**src/rtl/lcv_div_pkg.sv**
```systemverilog
// Shared types and helpers for the lcv_div_multi_cycle sequential divider.
// WIDTH is supported up to MAX_WIDTH bits.
package lcv_div_pkg;

    typedef enum logic [1:0] {
        ST_IDLE = 2'd0,
        ST_CALC = 2'd1,
        ST_FIX  = 2'd2,
        ST_DONE = 2'd3
    } div_state_t;

    localparam int MAX_WIDTH = 64;

    // Most-negative two's-complement value for a w-bit word, zero-extended to MAX_WIDTH.
    function automatic logic [MAX_WIDTH-1:0] most_neg(input int w);
        logic [MAX_WIDTH-1:0] v;
        v = '0;
        v[w-1] = 1'b1;
        return v;
    endfunction

    function automatic int cnt_width(input int w);
        return (w < 2) ? 1 : $clog2(w);
    endfunction

endpackage

```
**src/rtl/lcv_div_step.sv**
```systemverilog
// One restoring-division iteration: shift {rem,quot} left and trial-subtract the divisor.
// Relies on rem < divisor on entry, so a clear bit WIDTH in the trial means no borrow.
module lcv_div_step #(
    parameter int WIDTH = 32
) (
    input  logic [WIDTH-1:0] i_rem,
    input  logic [WIDTH-1:0] i_quot,
    input  logic [WIDTH-1:0] i_divisor,
    output logic [WIDTH-1:0] o_rem,
    output logic [WIDTH-1:0] o_quot
);

    logic [WIDTH:0] w_rem_sh;
    logic [WIDTH:0] w_trial;
    logic           w_borrow;

    assign w_rem_sh = {i_rem, i_quot[WIDTH-1]};
    assign w_trial  = w_rem_sh - {1'b0, i_divisor};
    assign w_borrow = w_trial[WIDTH];

    assign o_rem  = w_borrow ? w_rem_sh[WIDTH-1:0] : w_trial[WIDTH-1:0];
    assign o_quot = {i_quot[WIDTH-2:0], ~w_borrow};

endmodule

```
**src/rtl/lcv_div_multi_cycle.sv**
```systemverilog
// Multi-cycle restoring divider (DIV/DIVU/REM/REMU) with valid/ready on both sides.
// Optional macro LCV_DIV_FAST_SPECIAL_EN: divide-by-zero and overflow skip the iteration phase.
//
// state | meaning
// IDLE  | ready for a request, inp_ready=1
// CALC  | one restoring quotient bit per cycle, WIDTH cycles
// FIX   | sign correction and special-case overrides, results registered
// DONE  | result presented until outp_ready
module lcv_div_multi_cycle
    import lcv_div_pkg::*;
#(
    parameter int WIDTH = 32
) (
    input  logic             clk,
    input  logic             rst,
    input  logic             inp_valid,
    output logic             inp_ready,
    input  logic             inp_signed,
    input  logic [WIDTH-1:0] inp_a,
    input  logic [WIDTH-1:0] inp_b,
    output logic             outp_valid,
    input  logic             outp_ready,
    output logic [WIDTH-1:0] outp_quot,
    output logic [WIDTH-1:0] outp_rem,
    output logic             outp_div_by_zero
);

    localparam int               CW       = cnt_width(WIDTH);
    localparam logic [WIDTH-1:0] MOST_NEG = WIDTH'(most_neg(WIDTH));

    div_state_t       r_state;
    div_state_t       w_state_nxt;
    logic [CW-1:0]    r_cnt;
    logic [WIDTH-1:0] r_rem;
    logic [WIDTH-1:0] r_quot;
    logic [WIDTH-1:0] r_div;
    logic [WIDTH-1:0] r_a;
    logic             r_qneg;
    logic             r_rneg;
    logic             r_dbz;
    logic             r_ovf;
    logic [WIDTH-1:0] r_outp_quot;
    logic [WIDTH-1:0] r_outp_rem;
    logic             r_outp_valid;
    logic             r_outp_dbz;

    logic             w_accept;
    logic             w_a_neg;
    logic             w_b_neg;
    logic [WIDTH-1:0] w_a_mag;
    logic [WIDTH-1:0] w_b_mag;
    logic             w_dbz;
    logic             w_ovf;
    logic             w_skip_calc;
    logic [WIDTH-1:0] w_step_rem;
    logic [WIDTH-1:0] w_step_quot;
    logic [WIDTH-1:0] w_fix_quot;
    logic [WIDTH-1:0] w_fix_rem;

    assign inp_ready        = (r_state == ST_IDLE);
    assign w_accept         = inp_valid && inp_ready;
    assign w_a_neg          = inp_signed && inp_a[WIDTH-1];
    assign w_b_neg          = inp_signed && inp_b[WIDTH-1];
    assign w_a_mag          = w_a_neg ? -inp_a : inp_a;
    assign w_b_mag          = w_b_neg ? -inp_b : inp_b;
    assign w_dbz            = (inp_b == '0);
    assign w_ovf            = inp_signed && (inp_a == MOST_NEG) && (inp_b == '1);

    assign outp_valid       = r_outp_valid;
    assign outp_quot        = r_outp_quot;
    assign outp_rem         = r_outp_rem;
    assign outp_div_by_zero = r_outp_dbz;

`ifdef LCV_DIV_FAST_SPECIAL_EN
    assign w_skip_calc = w_dbz || w_ovf;
`else
    assign w_skip_calc = 1'b0;
`endif

    lcv_div_step #(.WIDTH(WIDTH)) u_step (
        .i_rem     (r_rem),
        .i_quot    (r_quot),
        .i_divisor (r_div),
        .o_rem     (w_step_rem),
        .o_quot    (w_step_quot)
    );

    // Overrides win over the iterated result, which is meaningless for these cases.
    always_comb begin
        w_fix_quot = r_qneg ? -r_quot : r_quot;
        w_fix_rem  = r_rneg ? -r_rem : r_rem;
        if (r_dbz) begin
            w_fix_quot = '1;
            w_fix_rem  = r_a;
        end else if (r_ovf) begin
            w_fix_quot = MOST_NEG;
            w_fix_rem  = '0;
        end
    end

    always_comb begin
        w_state_nxt = r_state;
        case (r_state)
            ST_IDLE: if (w_accept) w_state_nxt = w_skip_calc ? ST_FIX : ST_CALC;
            ST_CALC: if (r_cnt == '0) w_state_nxt = ST_FIX;
            ST_FIX:  w_state_nxt = ST_DONE;
            ST_DONE: if (outp_ready) w_state_nxt = ST_IDLE;
            default: w_state_nxt = ST_IDLE;
        endcase
    end

    always_ff @(posedge clk or negedge rst) begin
        if (!rst) r_state <= ST_IDLE;
        else      r_state <= w_state_nxt;
    end

    always_ff @(posedge clk or negedge rst) begin
        if (!rst) begin
            r_cnt        <= '0;
            r_rem        <= '0;
            r_quot       <= '0;
            r_div        <= '0;
            r_a          <= '0;
            r_qneg       <= 1'b0;
            r_rneg       <= 1'b0;
            r_dbz        <= 1'b0;
            r_ovf        <= 1'b0;
            r_outp_quot  <= '0;
            r_outp_rem   <= '0;
            r_outp_valid <= 1'b0;
            r_outp_dbz   <= 1'b0;
        end else begin
            case (r_state)
                ST_IDLE: begin
                    if (w_accept) begin
                        r_rem  <= '0;
                        r_quot <= w_a_mag;
                        r_div  <= w_b_mag;
                        r_a    <= inp_a;
                        r_qneg <= w_a_neg ^ w_b_neg;
                        r_rneg <= w_a_neg;
                        r_dbz  <= w_dbz;
                        r_ovf  <= w_ovf;
                        r_cnt  <= CW'(WIDTH - 1);
                    end
                end
                ST_CALC: begin
                    r_rem  <= w_step_rem;
                    r_quot <= w_step_quot;
                    if (r_cnt != '0) r_cnt <= r_cnt - CW'(1);
                end
                ST_FIX: begin
                    r_outp_quot  <= w_fix_quot;
                    r_outp_rem   <= w_fix_rem;
                    r_outp_dbz   <= r_dbz;
                    r_outp_valid <= 1'b1;
                end
                ST_DONE: begin
                    if (outp_ready) r_outp_valid <= 1'b0;
                end
                default: ;
            endcase
        end
    end

endmodule

```
**config.mk**
```make
export PLATFORM = sky130hd
export DESIGN_NAME = lcv_div_multi_cycle
export DESIGN_NICKNAME = d
export VERILOG_FILES = /design/src/rtl/lcv_div_pkg.sv /design/src/rtl/lcv_div_step.sv /design/src/rtl/lcv_div_multi_cycle.sv
export SDC_FILE = /design/constraint.sdc
export NUM_CORES = 1
export LEC_CHECK = 0
export ABC_CLOCK_PERIOD_IN_PS = 3500
export CORE_ASPECT_RATIO = 1.25
export CORE_UTILIZATION = 58
export CTS_CLUSTER_SIZE = 8
export DETAILED_ROUTE_END_ITERATION = 6
export HOLD_SLACK_MARGIN = 0.15
export MAX_ROUTING_LAYER = met4
export PLACE_DENSITY = 0.81
export REMOVE_ABC_BUFFERS = 1
export SYNTH_ARGS = -nofsm -noshare
export SYNTH_HDL_FRONTEND = slang
export SYNTH_SLANG_ARGS = --single-unit
```
**constraint.sdc**
```tcl
create_clock -name clk -period 3.5 [get_ports clk]
set_clock_uncertainty 0.1 [all_clocks]
set_input_delay 0.7 -clock clk [delete_from_list [all_inputs] [get_ports clk]]
set_output_delay 0.7 -clock clk [all_outputs]
set_load 0.02 [all_outputs]
```
==> results.cfg, run 1 <==
[yosys]
synthCells = 1475
synth_most_common_cell = dfrtp_1
ys_types = 71
synth_top_area_cell = dfrtp_1
synth_mux_area_share_pct = 5.09
synth_compound_area_share_pct = 20.9
syn_area_um2 = 13000
seq_area_frac_synth_pct = 39.5
synth_edf_count = 0
syn_avg_cell_area_um2 = 8.81
async_flop_share_pct = 100
synth_common_cells = dfrtp_1, nand2_1, nor2_1, a21oi_1, o21ai_0
synthTopCellsByArea = dfrtp_1, xnor2_1, a21oi_1
ys_seq_elements = 205
yosys.area_share.simple_pct = 15.8
synth_top_family_by_area = compound AO/OA/AOI/OAI gates
synth_flop_cell = dfrtp_1
synth_xor_area_share_pct = 10.0
synth.top_cell.area_share_pct = 39.5
yosysWarnings = 0
synthAdderAreaFrac_pct = 4.29

[pwr]
total_power_mw = 16.6
p_per_area_nw_per_um2 = 1050
leakage_nw = 6.73
ir_drop_uv = 734

[worst_hold_path]
whs_path_depth = 2
min_to = r_div[25]$_DFFE_PN0P_
hold_path.class = reg -> reg
hp-start = r_div[25]$_DFFE_PN0P_

[clocking]
cts_buffers = 29
root_buffer = clkbuf_16
clk_pin_slew_worst_paths_ps = 50
clk_latency_ps = 550
cts.path.max_buffers = 3
cts_tree = done
htree_levels = 1
cts_sinks = 205

[place]
dp_slack_ps = -55.8
place_hpwl_um = 24500
place_congestion = 0.938
dpl-instance-area_um2 = 15000
port_buffers = 135

[timing]
finalSetupTns_ps = 0
finalCritPeriodShare_pct = 95.5
max_freq_ghz = 0.299
setup_violations = 0
slew_headroom_pct = 32.7
fin_crit_ps = 3340
worstMarginPinSlew_ps = 1010
setup_ws_ps = 157
slew_violations = 0
rsz0062_at_grt = false
finalHoldViolations = 0

[critical_path]
cp.required_ps = 3800
critPathLaunchType = flip-flop
crit_arrival_ps = 3650
end_kind = flip-flop
reg2reg_from = r_quot[31]$_DFFE_PN0P_
worstPathCellList = inv_1 -> ha_1 -> fa_1 -> nand2b_1 -> a21oi_2 -> o211ai_1 -> a21oi_2 -> o21ai_2 -> and2_1 -> o311ai_4 -> buf_12 -> buf_12 -> mux2i_1 -> o21ai_1
cpPeakStageDelay_ps = 400
timing.rr.end = r_rem[20]$_DFFE_PN0P_
rr_worst_depth = 14
slowest_stage = fa_1
criticalPathCategory = reg -> reg
crit_path_max_fanout = 8
reg2reg_slack_ps = 160

[floorplanning]
start_util_pct = 59.7
rows = 60
die_w_um = 136
fp.dieH_um = 169
io_pins = 136
core_area_um2 = 21800
die_area_um2 = 23000

[run_status]
violations = DRC
run_status = finished, violations left

[grt]
overflow = 0
gr-usage-all-layers_pct = 30.3
grt_max_degree = 85
grt_pass1_vias = 11200
grt_first_pass_wirelength_um = 54200
antenna_found_initial = 0

[drt]
drc_errors = 1
wl_per_cell_um = 17.4
via_per_inst = 5.94
wl_um = 33200
initialDrtViolationCount = 680
vias = 11300
ant_nets = 0
dr.pass1.iters = 7

[layout]
nFillCells = 1636
syn_to_final_growth_pct = 21.6
drive_gt1_share_pct = 10.4
antenna_cells = 0
finalInstanceArea_um2 = 15800
fin_nets = 1741

[flow_run]
cap_violations = 0
[sequential cells by signal, indices dropped and copies added, names as in the netlist, 2 cells and up]
signal     cells
r_div         32
r_rem         32
r_cnt          5
r_quot        32
r_state        2
outp_rem      32
r_a           32
outp_quot     32
[power by group]
part	internal [mW]	switching [mW]	total [mW]
Combinational	4.50	5.08	9.58
Sequential	3.51	1.08	4.59
Clock	1.46	0.952	2.42
[cells in the final DEF (no fill, tap or decap), types with 22 or more instances in the layout]
| master | Yosys | routed |
|---|---|---|
| a21oi_1 | 131 | 129 |
| a22oi_1 | 31 | 31 |
| buf_4 | 1 | 62 |
| clkbuf_16 | 0 | 30 |
| clkdlybuf4s50_1 | 0 | 134 |
| dfrtp_1 | 205 | 205 |
| ha_1 | 43 | 41 |
| inv_1 | 51 | 51 |
| mux2_2 | 33 | 33 |
| mux2i_1 | 29 | 29 |
| nand2_1 | 161 | 159 |
| nor2_1 | 132 | 131 |
| nor3_1 | 22 | 22 |
| o21ai_0 | 106 | 106 |
| o21ai_1 | 42 | 41 |
| o31ai_1 | 30 | 30 |
| xnor2_1 | 83 | 83 |
| xor2_1 | 66 | 66 |
[layout make-up]
class	count	area (um2)	area share, %
multi-input cells	1132	7350	46.5
repair buffers	208	2040	12.9
well taps	279	349	2.21
flip-flops and latches	205	5130	32.4
clock buffers	31	743	4.70
clock inverters	1	8.76	0.0554
inverters	52	195	1.23
[cells by family (layout without fill, tap and decap cells)]
logic type | count (synthesis) | count (layout)
muxes | 62 | 62
AOI/OAI and AO/OA | 442 | 442
and+or+nand+nor | 435 | 435
DFF | 205 | 205
adders and majority gates | 44 | 44
xor gates and xnor gates | 149 | 149
buffers and inverters | 138 | 292
[worst max-delay path: cells and delay by family, from the launching register on]
kind                       cells  cell delay, ps
AOI/OAI and AO/OA              6            1140
adders and majority gates      2             630
buffers and inverters          3             390
and+or+nand+nor                2             370
DFF                            1             340
muxes                          1             210
[timing repair]
action                                  in CTS  in global routing
endpoints found under the setup margin       0                 33
endpoints found under the hold margin       76                  0
hold buffers                                 1                  0
buffers inserted                             0                  3
resized for setup                            0                  6
[worst max-delay path by stage]
stage,slack (ps),to,start
floorplan,-1460,r_cnt[4]$_DFFE_PN0P_,r_state[0]$_DFFE_PN0P_
global placement,-60,r_quot[31]$_DFFE_PN0P_,inp_a[0]
detailed placement,-60,r_quot[29]$_DFFE_PN0P_,inp_a[0]
CTS,10,r_rem[20]$_DFFE_PN0P_,r_quot[31]$_DFFE_PN0P_
global route,30,r_rem[4]$_DFFE_PN0P_,r_quot[31]$_DFFE_PN0P_
finish,160,r_rem[20]$_DFFE_PN0P_,r_quot[31]$_DFFE_PN0P_
[layer usage]
| layer | global-route usage, % | vias up | wire length [um] | share of wire [%] |
|---|---|---|---|---|
| li1 | - | 5532 | - | - |
| met1 | 34.5 | 5429 | 13300 | 40 |
| met2 | 53.2 | 303 | 17100 | 52 |
| met3 | 3.85 | 79 | 1570 | 4.7 |
| met4 | 12.9 | 0 | 1200 | 3.6 |
| met5 | - | - | 0 | 0 |
[metrics by stage]
step           util, %  instances  hold WS, ps
2_1_floorplan        -       1389          304
3_3_place_gp      68.8       1871          362
3_5_place_dp      68.8       1871          370
4_1_cts           72.3       1904          381
5_1_grt           72.6       1908          389
6_report          72.6       1908          370
Note: power is estimated with default switching activity, not from simulation.
==> run 2, diff against run 1 <==
Settings changed: CAP_MARGIN from default to 30.
==> results of run 2 <==
Final layout, timing and power as in run 1 (identical DEF).
